**src/rtl/morse_player.sv**
```systemverilog
// rtl/morse_player.sv - plays a buffered Morse word on a lamp; MORSE_PLAYER_REPEAT_EN enables word repeat
module morse_player #(
    parameter int UNIT_CYCLES = 5000000,
    parameter int DATA_WIDTH  = 16,
    parameter int ADDR_WIDTH  = 16
) (
    input  logic                  clk,
    input  logic                  reset,
    input  logic [DATA_WIDTH-1:0] data,
    input  logic [ADDR_WIDTH-1:0] addr,
    input  logic                  we,
    input  logic                  en,
    output logic                  morse_led,
    output logic                  busy,
    output logic [3:0]            count,
    output logic                  full
);

    localparam int TW = $clog2(7 * UNIT_CYCLES);
    localparam logic [TW-1:0] LAST_1U = TW'(UNIT_CYCLES - 1);
    localparam logic [TW-1:0] LAST_3U = TW'(3 * UNIT_CYCLES - 1);
`ifdef MORSE_PLAYER_REPEAT_EN
    localparam logic [TW-1:0] LAST_7U = TW'(7 * UNIT_CYCLES - 1);
`endif

    typedef enum logic [2:0] {
        IDLE,
        ON,
        SYM_GAP,
        LTR_GAP
`ifdef MORSE_PLAYER_REPEAT_EN
        , WORD_GAP
`endif
    } state_t;

    state_t          state, state_n;
    logic [TW-1:0]   timer;
    logic [TW-1:0]   last_cyc;
    logic            done;
    logic [2:0]      ltr_idx, ltr_n;
    logic [2:0]      sym_idx, sym_n;
    logic [7:0]      letters [8];
    logic [7:0]      cur_ltr;
    logic [2:0]      eff_len;
    logic            cur_sym;
    logic            push_wr, ctrl_wr, clear_wr, run_wr, push_ok;
    logic            unused_bits;
`ifdef MORSE_PLAYER_REPEAT_EN
    logic            run_q, repeat_q;
`endif

    assign unused_bits = ^{data[DATA_WIDTH-1:8], addr[ADDR_WIDTH-1:2]};

    assign push_wr  = en && we && (addr[1:0] == 2'd0);
    assign ctrl_wr  = en && we && (addr[1:0] == 2'd1);
    assign clear_wr = en && we && (addr[1:0] == 2'd2);
    assign run_wr   = ctrl_wr && data[0];
    assign push_ok  = push_wr && !full && (state == IDLE);
    assign full     = (count == 4'd8);

    // Length field is clamped to the 1..5 symbols a letter can hold.
    assign cur_ltr = letters[ltr_idx];
    assign cur_sym = cur_ltr[sym_idx];
    always_comb begin
        eff_len = cur_ltr[7:5];
        if (cur_ltr[7:5] == 3'd0)
            eff_len = 3'd1;
        else if (cur_ltr[7:5] > 3'd5)
            eff_len = 3'd5;
    end

    always_comb begin
        last_cyc = LAST_1U;
        case (state)
            ON:       last_cyc = cur_sym ? LAST_3U : LAST_1U;
            SYM_GAP:  last_cyc = LAST_1U;
            LTR_GAP:  last_cyc = LAST_3U;
`ifdef MORSE_PLAYER_REPEAT_EN
            WORD_GAP: last_cyc = LAST_7U;
`endif
            default:  last_cyc = LAST_1U;
        endcase
    end

    assign done = (timer == last_cyc);

    always_comb begin
        state_n = state;
        ltr_n   = ltr_idx;
        sym_n   = sym_idx;
        case (state)
            IDLE: begin
                if (run_wr && (count != 4'd0)) begin
                    state_n = ON;
                    ltr_n   = 3'd0;
                    sym_n   = 3'd0;
                end
            end
            ON: begin
                if (done) begin
                    if (({1'b0, sym_idx} + 4'd1) < {1'b0, eff_len}) begin
                        state_n = SYM_GAP;
                        sym_n   = sym_idx + 3'd1;
                    end else if (({1'b0, ltr_idx} + 4'd1) < count) begin
                        state_n = LTR_GAP;
                        ltr_n   = ltr_idx + 3'd1;
                        sym_n   = 3'd0;
                    end else begin
`ifdef MORSE_PLAYER_REPEAT_EN
                        if (run_q && repeat_q) begin
                            state_n = WORD_GAP;
                            ltr_n   = 3'd0;
                            sym_n   = 3'd0;
                        end else
`endif
                        state_n = IDLE;
                    end
                end
            end
            SYM_GAP: if (done) state_n = ON;
            LTR_GAP: if (done) state_n = ON;
`ifdef MORSE_PLAYER_REPEAT_EN
            WORD_GAP: if (done) state_n = ON;
`endif
            default: state_n = IDLE;
        endcase
        if (clear_wr)
            state_n = IDLE;
    end

    always_ff @(posedge clk or posedge reset) begin
        if (reset) begin
            state     <= IDLE;
            ltr_idx   <= 3'd0;
            sym_idx   <= 3'd0;
            timer     <= '0;
            morse_led <= 1'b0;
            busy      <= 1'b0;
            count     <= 4'd0;
        end else begin
            state     <= state_n;
            ltr_idx   <= ltr_n;
            sym_idx   <= sym_n;
            timer     <= ((state_n != state) || (state_n == IDLE)) ? '0 : timer + 1'b1;
            morse_led <= (state_n == ON);
            busy      <= (state_n != IDLE);
            if (clear_wr)
                count <= 4'd0;
            else if (push_ok)
                count <= count + 4'd1;
        end
    end

`ifdef MORSE_PLAYER_REPEAT_EN
    // run_q drops on a stop write so the word in flight finishes without repeating.
    always_ff @(posedge clk or posedge reset) begin
        if (reset) begin
            run_q    <= 1'b0;
            repeat_q <= 1'b0;
        end else if (clear_wr) begin
            run_q    <= 1'b0;
            repeat_q <= 1'b0;
        end else begin
            if (ctrl_wr)
                repeat_q <= data[1];
            if (state == IDLE)
                run_q <= (state_n == ON);
            else if (ctrl_wr && !data[0])
                run_q <= 1'b0;
        end
    end
`endif

    always_ff @(posedge clk) begin
        if (push_ok)
            letters[count[2:0]] <= data[7:0];
    end

endmodule

```
**config.mk**
```make
export PLATFORM = sky130hd
export DESIGN_NAME = morse_player
export DESIGN_NICKNAME = d
export VERILOG_FILES = /design/src/rtl/morse_player.sv
export SDC_FILE = /design/constraint.sdc
export NUM_CORES = 1
export LEC_CHECK = 0
export BUFFER_PORTS_ARGS = -buffer_cell sky130_fd_sc_hd__buf_2
export CAP_MARGIN = 30
export CORE_ASPECT_RATIO = 1.2
export CORE_MARGIN = 1
export CORE_UTILIZATION = 45
export DETAILED_ROUTE_END_ITERATION = 6
export RECOVER_POWER = 25
export SETUP_SLACK_MARGIN = 0.5
export SLEW_MARGIN = 20
export SYNTH_ARGS = -nofsm -noshare
export SYNTH_HDL_FRONTEND = slang
export SYNTH_SLANG_ARGS = --single-unit
```
**constraint.sdc**
```tcl
create_clock -name clk -period 4.9 [get_ports clk]
set_input_delay 0.245 -clock clk [delete_from_list [all_inputs] [get_ports clk]]
set_output_delay 0.245 -clock clk [all_outputs]
set_load 0.05 [all_outputs]
```
* After elaboration in Yosys (flattened, before gate mapping)
Memory sizes are Yosys's and may differ from the RTL's. Cells that the tools add are included.
Word-level totals: flip-flop bits (word level) 41, memory bits (writable) 64, input port bits 36, output and inout bits 7, logic and storage cells 80, memories kept 1
Memory list:
- letters | words 8, bits a word 8, read ports 1, clocked after memory_dff 0, wr ports 1, RTL line 42 | logic [7:0] letters [8];
Operators by class: add/sub/neg operators 6, order comparisons 4, eq/ne operators 14, muxes and demuxes 27, reductions and logical operators 21
Operators by type and width (count):
- $pmux W24 S2 | 1
- $mux W3 | 13
- $add A26 B1 Y26 const B | 1
- $eq A26 B26 Y1 | 1
- $mux W26 | 1
- $mux W24 | 1
- $pmux W3 S2 | 2
- $logic_not A3 Y1 | 3
- $pmux W3 S3 | 1
- $add A3 B1 Y4 const B | 2
- $logic_and A1 B1 Y1 | 8
- $mux W4 | 2
- $add A3 B1 Y3 const B | 2
- $eq A3 B1 Y1 const B | 2
- $eq A3 B2 Y1 const B | 2
- $ne A2 B2 Y1 const B | 3
- $reduce_and A5 Y1 | 1
- $add A4 B1 Y4 const B | 1
- $eq A4 B4 Y1 const B | 1
- $lt A3 B4 Y1 const B | 1
- $lt A4 B3 Y1 | 1
- $lt A4 B4 Y1 | 1
- $mux W2 | 2
- $reduce_and A4 Y1 | 1
- 15 further kinds | 18

* Longest topological paths before layout
An unclocked memory read counts as a cell.
depth in word-level cells 12, mapped depth 14, gate-level depth less buffers 11

* Worst setup path before layout
Ideal clock, no wire load.
path type flip-flop to flip-flop, from register count[0], to memory letters[4][0], enable pin, library setup time 383 ps, arrival 2807 ps, data required time 4517 ps, path slack 1710 ps, stages on the path, launching flop included 9, buffers on the path 1, period minus slack after synthesis 3190 ps, cells stage by stage dfrtp_1 clkbuf_1 inv_1 ha_1 nand2_1 nor2_1 nor3b_1 nand2_1 nor3_1
On the way: word-level cells in the longest chain between the ends 6
RTL lines:
- start: declaration | RTL line 15 | output logic [3:0] count,
- start signal: assignment | RTL line 150 | count <= count + 4'd1;
- $eq A4 B4 Y1 | RTL line 59 | assign full = (count == 4'd8);
- net full | RTL line 16 | output logic full
- $logic_not A1 Y1 | RTL line 58 | assign push_ok = push_wr && !full && (state == IDLE);
- $logic_and A1 B1 Y1 (2 in a row) | RTL line 58
- $mux W1 | RTL line 175 | if (push_ok)
- $mux W1 (implied by the code) | RTL line 176 | letters[count[2:0]] <= data[7:0];
- end: declaration | RTL line 42
The timed path passes the listed nets, and every way through them passes these cells.

* Worst setup path in the final report
from register ltr_idx[0], to register ltr_idx[0]
On the way: word-level cells in the longest chain between the ends 8, elaborated cells on any way between the ends 22, classes of those cells add/sub: 2; order compare: 3; eq/ne: 4; mux: 10; reduce/logical: 2; memory: 1
RTL lines:
- start: declaration | RTL line 40 | logic [2:0] ltr_idx, ltr_n;
- start signal: assignment | RTL line 142 | ltr_idx <= ltr_n;
- $mem_v2 Z8 W8
- $bmux W1 S3 | RTL line 63 | assign cur_sym = cur_ltr[sym_idx];
- $mux W1 (implied by the code) | RTL line 63
- $mux W24 | RTL line 75 | ON: last_cyc = cur_sym ? LAST_3U : LAST_1U;
- $pmux W24 S2 | RTL line 74 | case (state)
- $eq A26 B26 Y1 | RTL line 85 | assign done = (timer == last_cyc);
- $ne A2 B2 Y1 (no source line)
- $reduce_and A5 Y1 (no source line)
Several ways; a longest one is shown, not always the timed one. The select of a mux whose other input is x is not followed. A chain may end at the register's enable or synchronous reset.

==> flow_metrics.py <==
metrics = {
    "clock_tree": {
        "worstSkewPairLatency_ns": 0.34,
        "path_clk_slew_ns": 0.07,
        "numCtsBuffers": 9,
        "cts_sinks": 105,
        "cts_tree": "done",
        "cts_root_buf": "clkbuf_16",
        "ctsResizeCount": 0,
        "htreeDepth": 3,
        "cts_setup_buffers": 0,
        "clk_path_buf_depth": 2,
        "cts_hold_buf": 0,
    },
    "power": {
        "power_w": 0.00191,
        "p_per_area_mw_per_mm2": 349,
        "max-vdd-ir-drop_uv": 231,
        "power.leakage_nw": 1.98,
    },
    "die": {
        "start_util_pct": 46.6,
        "io_pins": 43,
        "die_y_um": 117,
        "die_w_um": 97.7,
        "rows": 41,
        "core_area_mm2": 0.0106,
        "dieArea_mm2": 0.0114,
    },
    "synth": {
        "ys.flop_type": "edfxtp_1",
        "synth_warnings": 0,
        "syn_nets": 426,
        "synth_top_area_share_pct": 38.8,
        "syn_area_per_cell_um2": 13.0,
        "yosysSeqAreaShare_pct": 59.6,
        "synth_edf_count": 64,
        "netlist-cell-type-count": 61,
        "syn_inst": 380,
        "yosys-top-cells-area": "edfxtp_1, dfrtp_1, nor2_1",
        "synth_area_leader_cell": "edfxtp_1",
        "ys_ff_latch": 105,
        "synthesis.area_mm2": 0.00495,
        "async_flop_share_pct": 39.0,
    },
    "timing": {
        "worstMarginPinSlew_ns": 0.950,
        "setup_violations": 0,
        "hold_violations": 0,
        "hold_ws_ns": 0.0225,
        "finalCritPeriodShare_pct": 70.1,
        "slew_viol_final": 0,
        "setup_tns_ns": 0,
        "post-route-min-period_ns": 3.43,
        "worst_slack_ns": 1.47,
        "rsz0062_at_grt": "no",
        "clock.fmax_mhz": 291,
        "fin_skew_ns": 0.00786,
        "relSlewSlack_pct": 36.5,
    },
    "final_layout": {
        "drive_gt1_share_pct": 14.7,
        "area_delta_synth_final_pct": 10.6,
        "fin_area_mm2": 0.00547,
        "diodes": 0,
        "final_common_cell": "edfxtp_1",
        "mostFrequentLayoutCells": "edfxtp_1, nor2_1, dfrtp_1",
        "fin_nets": 450,
    },
    "global_routing": {
        "overflow": 0,
        "antenna_found_initial": 0,
        "grt_use_total_pct": 17.8,
        "grt_max_degree": 42,
        "grt_pass1_vias": 2925,
        "grt_pass1_wl_um": 15200,
    },
    "outcome": {
        "violations": "DRC",
        "status": "complete, but fails checks",
    },
    "run": {
        "drv_cap": 0,
    },
    "placed_design": {
        "placed_area_mm2": 0.00516,
        "port_buffers": 20,
        "gp_congestion": 0.745,
        "place_ws_ns": 1.47,
        "dp_hpwl_um": 6480,
    },
    "critical_path": {
        "cp_common_cell": "nand2b_1",
        "crit_path_end_kind": "register",
        "critPathSlowestCell": "dfrtp_1",
        "required_ns": 5.13,
        "critPathMaxStageDelay_ns": 0.72,
        "crit_fanout": 11,
        "worstSetupStartpointType": "register",
        "cp.arrival_ns": 3.66,
        "crit_type": "register to register",
        "path_cells": "buf_4 -> mux4_2 -> nand2b_1 -> nand2_1 -> nand2b_1 -> ha_1 -> nand3_1 -> o211a_2 -> o21ai_1 -> o21ai_2 -> mux2_4",
    },
    "route": {
        "firstDrtPassIters": 7,
        "ant_nets": 0,
        "drcViolationCount": 2,
        "viasPerCell": 5.45,
        "wl_per_cell_um": 17.3,
        "via_count": 2932,
        "drtIter0Drc": 148,
        "routed_wirelength_um": 9330,
    },
    "worst_hold_path": {
        "min_path_type": "input pin to async pin",
    },
}
==> power breakdown <==
part | internal [W] | switching (W) | leakage [nW]
clock network | 0.000450 | 0.000319 | 0.153
registers | 0.000954 | 0.0000282 | 1.14
logic | 0.0000569 | 0.000103 | 0.688
==> metrics by stage <==
stage	instances	utilization, %
5_1_grt	538	51.5
4_1_cts	538	51.6
6_report	538	51.5
2_1_floorplan	380	-
3_3_place_gp	522	48.6
3_5_place_dp	522	48.6
==> worst paths after layout <==
check	from	to	cells after the start	slack, ns
max in group asynchronous	reset	sym_idx[2]	3	4.50
max	ltr_idx[0]	ltr_idx[0]	11	1.47
max reg2reg	ltr_idx[0]	ltr_idx[0]	11	1.47
min in group clk	data[0]	letters[5][0]	1	0.23
min reg2reg	timer[0]	timer[0]	1	0.53
min	reset	state[0]	3	0.02
==> synth_stat cells, types with 2 or more instances <==
master / instances
mux4_2: 8
xor2_1: 17
o21ai_1: 2
inv_1: 9
mux2_1: 2
buf_6: 5
ha_1: 10
buf_2: 2
a22o_1: 2
mux2_2: 3
mux2i_1: 13
nor4_1: 2
and2_1: 3
nand2b_1: 7
a21oi_1: 7
nand4_1: 7
o21a_1: 2
and3_1: 8
a31oi_1: 6
a221o_1: 2
mux2_4: 2
o22ai_1: 2
dfrtp_1: 41
edfxtp_1: 64
nand2_1: 29
clkbuf_1: 3
or2_2: 3
xnor2_1: 13
a22oi_1: 4
nor3_1: 5
and4_1: 6
nand3_1: 12
nor2b_1: 2
nor2_1: 49
nor3b_1: 2
==> state kept, by name (all words and copies together) (netlist names) <==
| register | cells |
|---|---|
| morse_led | 1 |
| timer | 26 |
| busy | 1 |
| state | 3 |
| sym_idx | 3 |
| letters | 64 |
| count | 4 |
| ltr_idx | 3 |
==> area by class of cell <==
class | count | area, um2
fillers | 912 | 5150
flip-flops and latches | 105 | 2950
multi-input cells | 254 | 1880
clock buffers | 10 | 229
well taps | 129 | 161
repair buffers | 25 | 129
clock inverters | 6 | 90.1
inverters | 9 | 33.8
==> kinds of logic after synthesis <==
kind of cell / share of synthesized area (%)
multiplexers: 8.30
other: 0.0758
buffers and inverters: 2.48
flip-flops: 59.6
adder cells (fa/ha/maj): 2.53
XOR/XNOR: 5.31
AND/OR/NAND/NOR: 14.6
AO/OA/AOI/OAI: 7.11
==> worst max-delay path: cells and delay by family (launching register included) <==
kind,cells,cell delay (ns)
multiplexers,2,0.79
flip-flops,1,0.72
AO/OA/AOI/OAI,3,0.71
AND/OR/NAND/NOR,4,0.50
buffers and inverters,1,0.32
adder cells (fa/ha/maj),1,0.29
==> routing by layer <==
metal | wire length (um) | GRT usage, %
met3 | 185 | 3.56
met1 | 4090 | 21.1
met4 | 98 | 5.76
met2 | 4960 | 32.8
met5 | 0 | 0
Note: power is estimated with default switching activity, not from simulation.
